--- config.mk ---
export PLATFORM = sky130hd
export DESIGN_NAME = step_dir_decoder
export DESIGN_NICKNAME = d
export VERILOG_FILES = /design/src/rtl/step_dir_decoder.sv
export SDC_FILE = /design/constraint.sdc
export NUM_CORES = 1
export LEC_CHECK = 0
export BUFFER_PORTS_ARGS = -buffer_cell sky130_fd_sc_hd__buf_2
export CORE_MARGIN = 5
export CORE_UTILIZATION = 59
export CTS_CLUSTER_SIZE = 20
export DETAILED_ROUTE_END_ITERATION = 10
export PLACE_DENSITY_LB_ADDON = 0.12
export SLEW_MARGIN = 0
export SYNTH_ARGS = -nofsm -noshare
export SYNTH_HDL_FRONTEND = slang
export SYNTH_SLANG_ARGS = --single-unit
--- constraint.sdc ---
create_clock -name clk -period 3.85 [get_ports clk]
set_input_delay 0.77 -clock clk [delete_from_list [all_inputs] [get_ports clk]]
set_output_delay 0.77 -clock clk [all_outputs]
set_load 0.02 [all_outputs]
--- src/rtl/step_dir_decoder.sv ---
// STEP/DIR receiver: synchronizes and glitch-filters an external step stream,
// tracks signed microstep position, measures step period and flags stalls.
module step_dir_decoder #(
    parameter int POS_W    = 32,
    parameter int PER_W    = 26,
    parameter int MIN_HIGH = 4,
    parameter int TIMEOUT  = 50000000
) (
    input  logic                    clk,
    input  logic                    rst,
    input  logic                    step_in,
    input  logic                    dir_in,
    input  logic                    clr_pos,
    output logic signed [POS_W-1:0] position,
    output logic                    step_pulse,
    output logic [PER_W-1:0]        period,
    output logic                    period_valid,
    output logic                    stalled
);

    localparam int HW = $clog2(MIN_HIGH + 1);

    localparam logic [HW-1:0]    HI_MAX = HW'(MIN_HIGH);
    localparam logic [HW-1:0]    HI_ACC = HW'(MIN_HIGH - 1);
    localparam logic [PER_W-1:0] TMO    = PER_W'(TIMEOUT);
    localparam logic [PER_W-1:0] PER_1  = PER_W'(1);
    localparam logic [POS_W-1:0] POS_1  = POS_W'(1);

    localparam logic [1:0] S_IDLE  = 2'd0;
    localparam logic [1:0] S_FIRST = 2'd1;
    localparam logic [1:0] S_RUN   = 2'd2;

    logic [1:0]       step_sync_q;
    logic [1:0]       dir_sync_q;
    logic [HW-1:0]    hi_cnt_q, hi_cnt_d;
    logic [POS_W-1:0] pos_q, pos_d;
    logic [PER_W-1:0] per_cnt_q, per_cnt_d;
    logic [PER_W-1:0] period_q, period_d;
    logic [1:0]       state_q, state_d;
    logic             stalled_q, stalled_d;
    logic             step_pulse_q;
    logic             pv_q, pv_d;

    logic             step_s;
    logic             dir_s;
    logic             accept;
    logic [POS_W-1:0] pos_base;

    assign step_s = step_sync_q[1];
    assign dir_s  = dir_sync_q[1];

    // hi_cnt parks at MIN_HIGH so a long pulse is accepted only once
    assign accept = step_s && (hi_cnt_q == HI_ACC);

    always_comb begin
        hi_cnt_d = '0;
        if (step_s) begin
            hi_cnt_d = (hi_cnt_q == HI_MAX) ? hi_cnt_q : hi_cnt_q + 1'b1;
        end
    end

    // A clear coinciding with a step lands on +/-1
    always_comb begin
        pos_base = clr_pos ? '0 : pos_q;
        pos_d    = pos_base;
        if (accept) begin
            pos_d = dir_s ? pos_base + POS_1 : pos_base - POS_1;
        end
    end

    always_comb begin
        per_cnt_d = per_cnt_q;
        if (accept) begin
            per_cnt_d = PER_1;
        end else if (per_cnt_q != TMO) begin
            per_cnt_d = per_cnt_q + PER_1;
        end
    end

    always_comb begin
        state_d   = state_q;
        stalled_d = stalled_q;
        period_d  = period_q;
        pv_d      = 1'b0;
        unique case (state_q)
            S_IDLE: begin
                if (accept) begin
                    state_d   = S_FIRST;
                    stalled_d = 1'b0;
                end
            end
            S_FIRST, S_RUN: begin
                if (accept) begin
                    period_d = per_cnt_q;
                    pv_d     = 1'b1;
                    state_d  = S_RUN;
                end else if (per_cnt_q == TMO) begin
                    stalled_d = 1'b1;
                    state_d   = S_IDLE;
                end
            end
            default: begin
                state_d   = S_IDLE;
                stalled_d = 1'b1;
            end
        endcase
    end

    always_ff @(posedge clk or negedge rst) begin
        if (!rst) begin
            step_sync_q  <= '0;
            dir_sync_q   <= '0;
            hi_cnt_q     <= '0;
            pos_q        <= '0;
            per_cnt_q    <= '0;
            period_q     <= '0;
            state_q      <= S_IDLE;
            stalled_q    <= 1'b1;
            step_pulse_q <= 1'b0;
            pv_q         <= 1'b0;
        end else begin
            step_sync_q  <= {step_sync_q[0], step_in};
            dir_sync_q   <= {dir_sync_q[0], dir_in};
            hi_cnt_q     <= hi_cnt_d;
            pos_q        <= pos_d;
            per_cnt_q    <= per_cnt_d;
            period_q     <= period_d;
            state_q      <= state_d;
            stalled_q    <= stalled_d;
            step_pulse_q <= accept;
            pv_q         <= pv_d;
        end
    end

    assign position     = pos_q;
    assign step_pulse   = step_pulse_q;
    assign period       = period_q;
    assign period_valid = pv_q;
    assign stalled      = stalled_q;

endmodule

# Word level (Yosys, flattened, before mapping)
# Cells that the tools add are included.
[totals]
in_bits = 5
word_cells = 49
reg_bits = 96
output_inout_bits = 61
[classes]
n_mux = 17
eq_ne = 11
reduce_logical = 7
n_addsub = 4
[ops]
columns = ["cell", "n"]
rows = [
  ["$mux W32", 3],
  ["$mux W26", 2],
  ["$add A32 B1 Y32 const B", 1],
  ["$sub A32 B1 Y32 const B", 1],
  ["$add A26 B1 Y26 const B", 1],
  ["$eq A26 B26 Y1 const B", 1],
  ["$ne A26 B26 Y1 const B", 1],
  ["$ne A2 B2 Y1 const B", 4],
  ["$mux W2", 3],
  ["$mux W3", 2],
  ["$mux W1", 5],
  ["$pmux W2 S2", 1],
  ["$reduce_and A2 Y1", 2],
  ["$add A3 B1 Y3 const B", 1],
  ["$eq A3 B2 Y1 const B", 1],
  ["$eq A3 B3 Y1 const B", 1],
  ["$ne A3 B3 Y1 const B", 1],
  ["$reduce_and A3 Y1", 1],
  ["$eq A2 B1 Y1 const B", 1],
  ["$eq A2 B2 Y1 const B", 1],
  ["$logic_not A2 Y1", 1],
  ["$pmux W1 S2", 1],
  ["$reduce_bool A2 Y1", 1],
  ["$reduce_or A2 Y1", 1],
  ["$logic_and A1 B1 Y1", 1],
]

# Logic depth before layout (Yosys ltp)
# Gate-level depths: netlist (run 1).
[depth]
ltp_word = 4
mapped_depth = 12
depth_no_buf = 11

# Worst setup path after synthesis (run 1)
# OpenSTA, ideal clock, no wires.
[synth_timing]
path_kind = "flip-flop to flip-flop"
startpoint = "register dir_sync_q[1]"
endpoint = "register pos_q[30] (netlist: position[30])"
t_arrival_ns = 2.910
n_path_buf = 1
setup_slack_ns = 0.848
required_ns = 3.758
period_less_slack_ns = 3.002
stages_incl_launch_ff = 11
setup_ns = 0.092
path_cell_list = "dfrtp_1 -> inv_1 -> ha_1 -> buf_6 -> a21oi_2 -> o21ai_1 -> and3_4 -> nor4_4 -> nor4_1 -> o31a_1 -> o31ai_2"
[synth_between]
elab_chain_cells = 2
[synth_lines]
columns = ["element", "line", "source"]
rows = [
  ["start: declaration", "34", "logic [1:0] dir_sync_q;"],
  ["start signal: assignment", "123", "dir_sync_q <= {dir_sync_q[0], dir_in};"],
  ["$mux W32", "67", "pos_d = dir_s ? pos_base + POS_1 : pos_base - POS_1;"],
  ["$mux W32", "66", "if (accept) begin"],
  ["net pos_d[30]", "36", "logic [POS_W-1:0] pos_q, pos_d;"],
  ["end signal: assignment", "125", "pos_q <= pos_d;"],
  ["end: declaration", "36", ""],
]
# The timed path passes the listed nets, and every way through them passes these cells.
# A chain may end at the register's enable or synchronous reset.

# Worst setup path after layout (run 1)
[layout_timing]
startpoint = "input port clr_pos"
endpoint = "register pos_q[25] (netlist: position[25])"
[layout_between]
elab_chain_cells = 4
elab_cells_between_ends = 5
cone_classes = "add/sub (2); mux (3)"
[layout_lines]
columns = ["element", "line", "source"]
rows = [
  ["start: declaration", "13", "input logic clr_pos,"],
  ["$mux W32 (*)", "64", "pos_base = clr_pos ? '0 : pos_q;"],
  ["$sub A32 B1 Y32 / $add A32 B1 Y32 (equally long branches)", "67", ""],
  ["$mux W32", "67", ""],
  ["$mux W32 (*)", "66", ""],
  ["net pos_d[25]", "36", ""],
]
# The timed path passes the listed nets; every way through them passes the cells marked *.

==> results of run 1 <==
layer usage:
| metal | GRT usage [%] | share of wire, % |
|---|---|---|
| met5 | 0 | 0 |
| met4 | 8.78 | 1.6 |
| met3 | 2.90 | 3.9 |
| met2 | 37.6 | 51 |
| met1 | 27.2 | 43 |
metrics by stage:
step           std cells  util (%)
3_5_place_dp         804      64.8
2_1_floorplan        624         -
3_3_place_gp         804      64.8
4_1_cts              820      66.7
6_report             820      66.7
5_1_grt              820      66.7
worst max-delay path by stage:
stage	start	end	slack, ns
5_1_grt	dir_sync_q[1]	position[29]	0.48
4_1_cts	dir_sync_q[1]	position[25]	0.71
3_5_place_dp	clr_pos	position[29]	0.34
6_report	clr_pos	position[25]	0.73
3_3_place_gp	clr_pos	position[29]	0.50
2_1_floorplan	dir_sync_q[1]	position[30]	0.85
cells by family after synthesis:
logic type / count (synthesis)
buf+inv: 42
fa+ha+maj: 42
simple gates: 247
xor+xnor: 46
flops: 96
mux: 28
compound gates: 123
area by class of cell:
class | count | area, sq um | share of cell area, %
clock buffers | 11 | 151 | 2.31
repair buffers | 72 | 380 | 5.81
multi-input cells | 486 | 3350 | 51.1
clock inverters | 5 | 38.8 | 0.592
inverters | 17 | 63.8 | 0.974
well taps | 133 | 166 | 2.54
flip-flops and latches | 96 | 2400 | 36.7
synth_stat cells (13+ instances only):
cell | number | area share (%)
xnor2_1 | 18 | 2.6
xor2_1 | 28 | 4.1
nand4_1 | 13 | 1.4
nor2_1 | 43 | 2.7
o21ai_0 | 34 | 2.9
nand3_1 | 29 | 2.4
inv_1 | 17 | 1.1
dfrtp_1 | 95 | 40
nand2_1 | 68 | 4.3
nor2b_1 | 35 | 3.7
ha_1 | 41 | 8.6
a21oi_1 | 23 | 1.9
clkbuf_1 | 13 | 0.82
mux2_2 | 26 | 4.9
power by group:
part | internal, W | switching (W) | leakage (nW)
Sequential | 0.00116 | 0.000126 | 1.30
Clock | 0.000275 | 0.000364 | 0.0963
Combinational | 0.000343 | 0.000535 | 1.90
Total | 0.00177 | 0.00103 | 3.30
sequential cells by signal, indices dropped and copies added, names as in the netlist, 2 cells and up:
name         flops
period          26
hi_cnt_q         3
per_cnt_q       26
state_q          2
dir_sync_q       2
position        32
step_sync_q      2
cell usage in the layout (no fill, tap or decap), drive strengths merged, types with 5 or more instances in the layout:
cell,instances
nor2,43
mux2,27
xnor2,18
o21ai,39
nor3,11
o211ai,6
inv,19
xor2,28
nand3,29
buf,72
nor2b,35
o21a,5
and3,12
dfrtp,95
ha,41
nand4,14
a31oi,5
clkbuf,11
nor4,10
a21o,12
a21oi,28
nand2,69
==> load_flow_metrics.sql, run 1 <==
INSERT INTO impl_metrics (metric_group, metric, value, unit) VALUES
('outcome', 'run_status', 'finished clean', ''),
('power_and_ir_drop', 'max-vdd-ir-drop', '287', 'uV'),
('global_route', 'grt_use_total', '21.7', '%'),
('sta', 'worst_slack', '0.733', 'ns'),
('sta', 'finalClockSkew', '0.00817', 'ns'),
('critical_path', 'worst_r2r_path_depth', '10', ''),
('sta', 'timing.final.max_slew_violations', '0', ''),
('cts', 'cts.sinks', '96', ''),
('placed_design', 'gp_congestion', '0.871', ''),
('critical_path', 'worst_path_dominant_cell_family', 'compound AO/OA/AOI/OAI gates', ''),
('cts', 'post_cts_buffers', '0', ''),
('route', 'route.detailed.wl_per_inst', '15.6', 'um'),
('synth', 'synthMuxAreaShare', '5.28', '%'),
('critical_path', 'critical_path_required', '4.10', 'ns'),
('cells_and_area', 'n_diodes', '0', ''),
('power_and_ir_drop', 'total_power', '0.00280', 'W'),
('die', 'fp.dieW', '110', 'um'),
('critical_path', 'reg2reg_setup_slack', '0.74', 'ns'),
('cells_and_area', 'post_route_cells_drive_above_1_share', '19.5', '%'),
('route', 'detailedRoute.firstIterationViolations', '248', ''),
('cts', 'root_buffer', 'clkbuf_8', ''),
('hold_path', 'hold-path-endpoint', 'dir_sync_q[1]', ''),
('route', 'detailedRoute.firstPassIterationCount', '5', ''),
('synth', 'number_of_synthesized_register_bits', '96', ''),
('power_and_ir_drop', 'leakagePower', '3.30', 'nW'),
('die', 'fp-row-count', '36', ''),
('sta', 'totalNegativeSetupSlack', '0', 'ns'),
('die', 'start_util', '60.6', '%'),
('cells_and_area', 'design_area', '6550', 'sq um'),
('synth', 'post_synth_and_or_nand_nor_area_fraction', '21.6', '%'),
('hold_path', 'worst_hold_path_type', 'flip-flop to flip-flop', ''),
('cts', 'clkSlewWorstSetupHoldPaths', '0.09', 'ns'),
('synth', 'synth_xor_area_share', '6.77', '%'),
('critical_path', 'crit_chain', 'buf_2 > nor2b_1 > ha_1 > a211oi_1 > nor2_1 > nor4_1 > a21oi_2 > a31oi_4 > o21a_1 > o211ai_1', ''),
('placed_design', 'port_bufs', '65', ''),
('synth', 'number_of_flops_mapped_to_enable_cells_by_yosys', '0', ''),
('placed_design', 'dpl.hpwl', '9.28', 'mm'),
('synth', 'syn-num-nets', '671', ''),
('critical_path', 'cp_max_fo', '32', ''),
('cells_and_area', 'fillers', '838', ''),
('power_and_ir_drop', 'p_per_area', '427', 'nW/um^2'),
('cts', 'cts_max_path_buffers', '2', ''),
('flow_run', 'maxCapViolCount', '0', ''),
('placed_design', 'dpl_cell_area', '6360', 'sq um'),
('die', 'num_io_pins', '66', ''),
('cells_and_area', 'area_delta_synth_final', '10.0', '%'),
('global_route', 'globalRouteOverflowTotal', '0', ''),
('cells_and_area', 'nets', '729', ''),
('sta', 'setup_viol_count_final', '0', ''),
('synth', 'synth_sequential_area_ratio', '40.4', '%'),
('synth', 'synth.avg_cell_area', '9.54', 'sq um'),
('cts', 'worstSkewPairLatency', '0.37', 'ns'),
('placed_design', 'pre_cts_slack', '0.343', 'ns'),
('critical_path', 'criticalPathCategory', 'input port to flip-flop', ''),
('sta', 'holdWs', '0.363', 'ns'),
('sta', 'timing.final.crit_share', '81.0', '%'),
('route', 'post-route-drc-count', '0', ''),
('critical_path', 'crit_path_max_incr_delay', '0.52', 'ns'),
('critical_path', 'crit_slowest_cell', 'buf_2', ''),
('global_route', 'antenna_found_initial', '0', ''),
('route', 'drt.antenna.violating_nets', '0', ''),
('cts', 'tritoncts', 'yes', ''),
('critical_path', 'reg2reg_to', 'position[25]', ''),
('synth', 'yosys.cell_types.count', '68', ''),
('global_route', 'grt_start_max_net_pins', '76', ''),
('global_route', 'grt_pass1_wl', '22.2', 'mm'),
('critical_path', 'critPathBufInv', '1', ''),
('route', 'via_count', '4673', ''),
('sta', 'relSlewSlack', '39.9', '%'),
('sta', 'rsz0062_at_grt', 'no', ''),
('hold_path', 'hold_path_depth', '0', '');
Note: power is estimated with default switching activity, not from simulation.
==> inputs of run 2 (changes only) <==
--- a/config.mk
+++ b/config.mk
@@ -7,7 +7,7 @@
 export LEC_CHECK = 0
 export BUFFER_PORTS_ARGS = -buffer_cell sky130_fd_sc_hd__buf_2
 export CORE_MARGIN = 5
-export CORE_UTILIZATION = 59
+export CORE_UTILIZATION = 54
 export CTS_CLUSTER_SIZE = 20
 export DETAILED_ROUTE_END_ITERATION = 10
 export PLACE_DENSITY_LB_ADDON = 0.12
==> constraint.sdc (replaced) <==
create_clock -name clk -period 2.8 [get_ports clk]
set_input_delay 0.56 -clock clk [delete_from_list [all_inputs] [get_ports clk]]
set_output_delay 0.56 -clock clk [all_outputs]
set_load 0.02 [all_outputs]
==> run 2 against run 1 <==
Clock skew rose by 0.00098 ns. Count of clock-buffer cells in the layout is 1 lower. Register-to-register slack worse by 0.61 ns. Via count up 4.6%. First-iteration DRC count fell by 24%. Sequential share of layout area decreased by 2.4 points. Routed wire length is 6.0% higher. Worst hold slack got worse by 0.26 ns. Clock power is 33% higher. Sequential power increased by 38%. Sequential cell count did not move. Highest routed layer unchanged.
==> load_flow_metrics.sql, run 2 (synthesis gave the netlist of run 1 again) <==
INSERT INTO impl_metrics (metric_group, metric, value, unit) VALUES
('outcome', 'run_status', 'finished clean', ''),
('placed_design', 'pre_cts_slack', '-0.108', 'ns'),
('power_and_ir_drop', 'pwr-share-clk', '21.6', '%'),
('hold_path', 'worst_hold_path_type', 'input port to async pin', ''),
('global_route', 'globalRouteOverflowTotal', '0', ''),
('global_route', 'antenna_found_initial', '0', ''),
('die', 'fp.dieW', '115', 'um'),
('critical_path', 'crit_path_start_kind', 'flip-flop', ''),
('power_and_ir_drop', 'leakagePower', '3.50', 'nW'),
('sta', 'totalNegativeSetupSlack', '0', 'ns'),
('sta', 'worst_pin_slew', '0.686', 'ns'),
('global_route', 'vias_in_the_first_global_route', '5002', ''),
('sta', 'setup_viol_count_final', '0', ''),
('critical_path', 'critical_path_required', '3.04', 'ns'),
('critical_path', 'crit_slowest_cell', 'dfrtp_2', ''),
('critical_path', 'cp_max_fo', '37', ''),
('route', 'drt_wl_total', '13.6', 'mm'),
('cells_and_area', 'post_layout_nonfiller_instances', '867', ''),
('power_and_ir_drop', 'p_per_area', '560', 'nW/um^2'),
('route', 'drt.antenna.violating_nets', '0', ''),
('power_and_ir_drop', 'netSwitchingFraction', '37.3', '%'),
('die', 'fp-row-count', '38', ''),
('cts', 'tritoncts', 'yes', ''),
('sta', 'worst_slack', '0.127', 'ns'),
('route', 'post-route-drc-count', '0', ''),
('sta', 'finalClockSkew', '0.00914', 'ns'),
('sta', 'achievable_frequency', '374', 'MHz'),
('critical_path', 'critical-path-top-cell-by-count', 'and3_1', ''),
('critical_path', 'criticalPathCategory', 'flip-flop to flip-flop', ''),
('cells_and_area', 'area_delta_synth_final', '17.8', '%'),
('cells_and_area', 'mostFrequentLayoutCell', 'dfrtp_1', ''),
('die', 'num_io_pins', '66', ''),
('cts', 'worstSkewPairLatency', '0.38', 'ns'),
('cts', 'clkSlewWorstSetupHoldPaths', '0.10', 'ns'),
('sta', 'timing.final.crit_share', '95.5', '%'),
('critical_path', 'cp.arrival', '2.91', 'ns'),
('power_and_ir_drop', 'max-vdd-ir-drop', '422', 'uV'),
('cells_and_area', 'n_diodes', '0', ''),
('power_and_ir_drop', 'total_power', '0.00393', 'W'),
('critical_path', 'crit_chain', 'clkinvlp_4 > buf_12 > ha_1 > and3_1 > and3_1 > a31oi_2 > a21oi_4 > a31oi_4 > o21a_1 > o211ai_1', ''),
('cts', 'root_buffer', 'clkbuf_8', ''),
('placed_design', 'dp.cells', '849', ''),
('cts', 'cts_max_path_buffers', '2', ''),
('cells_and_area', 'final_core_utilization', '64.7', '%'),
('route', 'route.detailed.wl_per_inst', '15.7', 'um'),
('global_route', 'grt_use_total', '21.8', '%'),
('route', 'detailedRoute.firstIterationViolations', '189', ''),
('placed_design', 'port_bufs', '65', ''),
('die', 'chipHeight', '115', 'um'),
('die', 'core_area', '10800', 'sq um'),
('route', 'detailedRoute.firstPassIterationCount', '5', ''),
('route', 'via_count', '4890', ''),
('cells_and_area', 'layout.cells.most_common_list', 'dfrtp_1 (94), nand2_1 (68), buf_2 (64), buf_4 (44), nor2_1 (43)', ''),
('cts', 'cts_inserted_buffers', '9', ''),
('cells_and_area', 'post_route_cells_drive_above_1_share', '25.7', '%'),
('power_and_ir_drop', 'int_power', '0.00247', 'W'),
('global_route', 'grt_pass1_wl', '23.3', 'mm'),
('sta', 'hold_viol', '0', ''),
('power_and_ir_drop', 'p_comb_share', '33.3', '%'),
('die', 'floorplan.die_area', '13200', 'sq um'),
('cells_and_area', 'nets', '769', ''),
('cells_and_area', 'multi_input_comb_area', '3470', 'sq um'),
('cells_and_area', 'area.sequential', '2400', 'sq um'),
('critical_path', 'end_kind', 'flip-flop', ''),
('sta', 'timing.final.max_slew_violations', '0', ''),
('sta', 'relSlewSlack', '53.9', '%'),
('power_and_ir_drop', 'seq_power_share', '45.1', '%'),
('cells_and_area', 'fillers', '901', ''),
('cts', 'cts.sinks', '96', ''),
('power_and_ir_drop', 'switching_power', '0.00147', 'W'),
('cts', 'htree_levels', '3', ''),
('placed_design', 'gp_congestion', '0.894', ''),
('cells_and_area', 'largest_register_ff_count', '32', ''),
('placed_design', 'dpl.hpwl', '9.74', 'mm'),
('critical_path', 'crit_path_max_incr_delay', '0.44', 'ns'),
('route', 'post_drt_via_cell_ratio', '5.64', ''),
('global_route', 'grt_start_max_net_pins', '72', ''),
('flow_run', 'maxCapViolCount', '0', ''),
('die', 'start_util', '54.9', '%'),
('sta', 'timing.final.crit_period', '2.67', 'ns');
## run 2: power by group through the flow
stage | clock network, W | logic, W | registers, W
after global placement | 0 | 0.00126 | 0.00179
after floorplan | 0 | 0.000776 | 0.00189
final | 0.000849 | 0.00131 | 0.00177
after global routing | 0.000935 | 0.00147 | 0.00180
after detailed placement | 0 | 0.00131 | 0.00180
after CTS | 0.000866 | 0.00131 | 0.00178
## run 2: stage by stage
| step | area [sq um] | hold WS (ns) |
|---|---|---|
| floorplan | 6030 | 0.264 |
| global placement | 6790 | 0.331 |
| detailed placement | 6790 | 0.340 |
| CTS | 6960 | 0.100 |
| global route | 7020 | 0.120 |
| finish | 7020 | 0.0997 |
## run 2: final cells by class
class / instances / area share, %
Multi-Input combinational cell: 486 / 49.4
Sequential cell: 96 / 34.3
Timing Repair Buffer: 112 / 10.4
Tap cell: 140 / 2.50
Clock buffer: 10 / 1.82
Inverter: 17 / 0.963
Clock inverter: 6 / 0.624
## run 2: what timing repair did
action | 4_1_cts | 5_1_grt
endpoints found under the setup margin | 0 | 11
resized for setup | 0 | 7
hold buffers | 0 | 0
buffers inserted | 0 | 2
## run 2: worst max-delay path, delay by kind of cell, from the launching register on
kind,cells,cell delay (ns)
buf+inv,2,0.31
simple gates,2,0.43
compound gates,5,0.98
fa+ha+maj,1,0.36
flops,1,0.44
## run 2: layer usage
layer	up-vias	GRT usage, %	share of wire [%]
li1	2406	-	-
met1	2351	28.4	45
met2	104	36.3	49
met3	29	3.53	3.9
met4	0	8.76	2.7
met5	-	0	0
## run 2: worst paths after layout
check	startpoint	end	slack (ns)	cells past startpoint
max in group asynchronous	rst	period[6]	1.99	2
worst min register to register	step_sync_q[0]	step_sync_q[1]	0.36	0
worst max register to register	dir_sync_q[1]	position[29]	0.13	10
min in group clk	step_in	step_sync_q[0]	0.29	1
worst min-delay path	rst	position[23]	0.1	1
worst max-delay path	dir_sync_q[1]	position[29]	0.13	10
==> inputs of run 3 (changes only) <==
--- a/config.mk
+++ b/config.mk
@@ -6,7 +6,7 @@
 export NUM_CORES = 1
 export LEC_CHECK = 0
 export BUFFER_PORTS_ARGS = -buffer_cell sky130_fd_sc_hd__buf_2
-export CORE_MARGIN = 5
+export CORE_MARGIN = 2
 export CORE_UTILIZATION = 54
 export CTS_CLUSTER_SIZE = 20
 export DETAILED_ROUTE_END_ITERATION = 10
==> run 3 against run 2 <==
Count of clock-buffer cells in the layout is the same. Worst setup slack gained 0.017 ns. Total power increased by 2.0%. First-iteration DRC count up 28%. Combinational power about the same. Register-to-register slack improved by 0.02 ns. Routed wire length down 1.3%. Worst hold slack gained 0.021 ns. Critical path depth did not move. Die area decreased by 10%. Cell count rose by 0.58%.
==> load_flow_metrics.sql, run 3 (synthesis gave the netlist of run 1 again) <==
INSERT INTO impl_metrics (metric_group, metric, value, unit) VALUES
('outcome', 'run_status', 'finished clean', ''),
('critical_path', 'cp_max_fo', '37', ''),
('route', 'detailedRoute.firstIterationViolations', '241', ''),
('route', 'detailedRoute.firstPassIterationCount', '4', ''),
('sta', 'finalClockSkew', '0.0109', 'ns'),
('cts', 'htree_levels', '3', ''),
('route', 'via_count', '4868', ''),
('critical_path', 'cp.arrival', '2.91', 'ns'),
('power_and_ir_drop', 'int_power', '0.00256', 'W'),
('die', 'fp.dieW', '109', 'um'),
('sta', 'rsz0062_at_grt', 'no', ''),
('critical_path', 'rr_startpoint', 'dir_sync_q[1]', ''),
('route', 'post_drt_via_cell_ratio', '5.58', ''),
('cts', 'cts_inserted_buffers', '9', ''),
('route', 'route.detailed.wl_per_inst', '15.4', 'um'),
('placed_design', 'dpl.hpwl', '9.77', 'mm'),
('flow_run', 'maxCapViolCount', '0', ''),
('sta', 'timing.final.crit_period', '2.66', 'ns'),
('critical_path', 'end_kind', 'flip-flop', ''),
('die', 'start_util', '55.2', '%'),
('power_and_ir_drop', 'pwr-share-clk', '23.2', '%'),
('placed_design', 'port_bufs', '65', ''),
('power_and_ir_drop', 'seq_power_share', '44.1', '%'),
('route', 'drt.antenna.violating_nets', '0', ''),
('global_route', 'grt_pass1_wl', '22.4', 'mm'),
('sta', 'worst_pin_slew', '0.583', 'ns'),
('critical_path', 'critical_path_required', '3.06', 'ns'),
('sta', 'timing.final.crit_share', '94.9', '%'),
('cells_and_area', 'fillers', '903', ''),
('cts', 'worstSkewPairLatency', '0.38', 'ns'),
('sta', 'timing.final.max_slew_violations', '0', ''),
('power_and_ir_drop', 'netSwitchingFraction', '36.1', '%'),
('power_and_ir_drop', 'switching_power', '0.00145', 'W'),
('die', 'floorplan.die_area', '11900', 'sq um'),
('die', 'fp-row-count', '38', ''),
('placed_design', 'dp.cells', '854', ''),
('hold_path', 'worst_hold_path_type', 'input port to async pin', ''),
('cts', 'cts.sinks', '96', ''),
('power_and_ir_drop', 'max-vdd-ir-drop', '491', 'uV'),
('cells_and_area', 'mostFrequentLayoutCell', 'dfrtp_1', ''),
('power_and_ir_drop', 'p_comb_share', '32.6', '%'),
('critical_path', 'criticalPathCategory', 'flip-flop to flip-flop', ''),
('die', 'core_area', '10800', 'sq um'),
('die', 'chipHeight', '109', 'um'),
('sta', 'totalNegativeSetupSlack', '0', 'ns'),
('cells_and_area', 'n_diodes', '0', ''),
('cells_and_area', 'largest_register_ff_count', '32', ''),
('cts', 'holdBufCountCts', '0', ''),
('cells_and_area', 'nets', '774', ''),
('global_route', 'antenna_found_initial', '0', ''),
('cts', 'cts_max_path_buffers', '2', ''),
('cts', 'tritoncts', 'yes', ''),
('global_route', 'vias_in_the_first_global_route', '4839', ''),
('critical_path', 'worstSetupStartpoint', 'dir_sync_q[1]', ''),
('power_and_ir_drop', 'leakagePower', '3.53', 'nW'),
('cts', 'clkSlewWorstSetupHoldPaths', '0.09', 'ns'),
('sta', 'relSlewSlack', '60.8', '%'),
('route', 'post-route-drc-count', '0', ''),
('global_route', 'grt_use_total', '24.1', '%'),
('placed_design', 'gp_congestion', '0.913', ''),
('die', 'num_io_pins', '66', ''),
('global_route', 'globalRouteOverflowTotal', '0', ''),
('cells_and_area', 'post_route_cells_drive_above_1_share', '25.5', '%'),
('sta', 'hold_viol', '0', ''),
('sta', 'achievable_frequency', '376', 'MHz'),
('cells_and_area', 'area_delta_synth_final', '18.2', '%'),
('cells_and_area', 'layout.cells.most_common_list', 'dfrtp_1 (94), nand2_1 (68), buf_2 (64), buf_4 (49), nor2_1 (43)', ''),
('global_route', 'grt_start_max_net_pins', '63', ''),
('sta', 'setup_viol_count_final', '0', ''),
('cts', 'root_buffer', 'clkbuf_8', ''),
('critical_path', 'crit_path_start_kind', 'flip-flop', ''),
('route', 'drt_wl_total', '13.4', 'mm'),
('power_and_ir_drop', 'p_per_area', '570', 'nW/um^2'),
('cells_and_area', 'post_layout_nonfiller_instances', '872', '');
==> run 3: metal layers <==
metal / routed length (um) / vias to the layer above / GRT usage, % / share of wire, %
li1: - / 2416 / - / -
met1: 6140 / 2332 / 31.5 / 46
met4: 346 / 0 / 11.2 / 2.6
met5: 0 / - / 0 / 0
met2: 6430 / 95 / 40.1 / 48
met3: 490 / 25 / 2.69 / 3.7
==> run 3: power groups by stage <==
stage	Combinational, W	Sequential, W	Clock, W
floorplan	0.000776	0.00189	0
global placement	0.00126	0.00179	0
detailed placement	0.00131	0.00179	0
CTS	0.00132	0.00177	0.000955
global route	0.00146	0.00180	0.00101
finish	0.00131	0.00177	0.000931
==> run 3: timing repair <==
action                                  4_1_cts  5_1_grt
endpoints found under the hold margin         0        0
gates resized for setup                       0        1
endpoints found under the setup margin        0        6
setup buffers                                 0        2
==> run 3: worst paths after layout <==
kind	endpoint	slack (ns)	depth (start not counted)
min in group clk	step_sync_q[0]	0.29	1
worst max-delay path	position[29]	0.14	10
max in group asynchronous	dir_sync_q[1]	1.96	2
worst max register to register	position[29]	0.14	10
worst min-delay path	position[23]	0.12	1
worst min register to register	step_sync_q[1]	0.35	0
==> run 3: through the flow <==
stage               hold slack, ns  power, W  util (%)  cell area (sq um)  setup slack (ns)
global placement             0.333   0.00305      63.2               6820           -0.0537
detailed placement           0.336   0.00311      63.2               6820            -0.137
global route                 0.163   0.00427      65.2               7040            0.0201
CTS                          0.128   0.00404      65.0               7020            0.0692
finish                       0.120   0.00401      65.2               7040             0.143
floorplan                    0.264   0.00267         -               6030            -0.132
==> run 3: layout make-up <==
cell class	count	area, sq um	area share, %
Timing Repair Buffer	117	768	10.9
Sequential cell	96	2400	34.2
Tap cell	140	175	2.49
Inverter	17	67.6	0.960
Clock inverter	6	66.3	0.942
Clock buffer	10	128	1.81
Multi-Input combinational cell	486	3430	48.7
==> run 3: critical path, cell delays in order, from the launching register on <==
cell and delay, ns:
dfrtp_2 0.44, clkinvlp_4 0.08, buf_12 0.23, ha_4 0.26, a211oi_1 0.27, nor2_1 0.14
nor4_2 0.32, a21oi_2 0.18, a31oi_4 0.35, o21a_1 0.17, o211ai_1 0.10
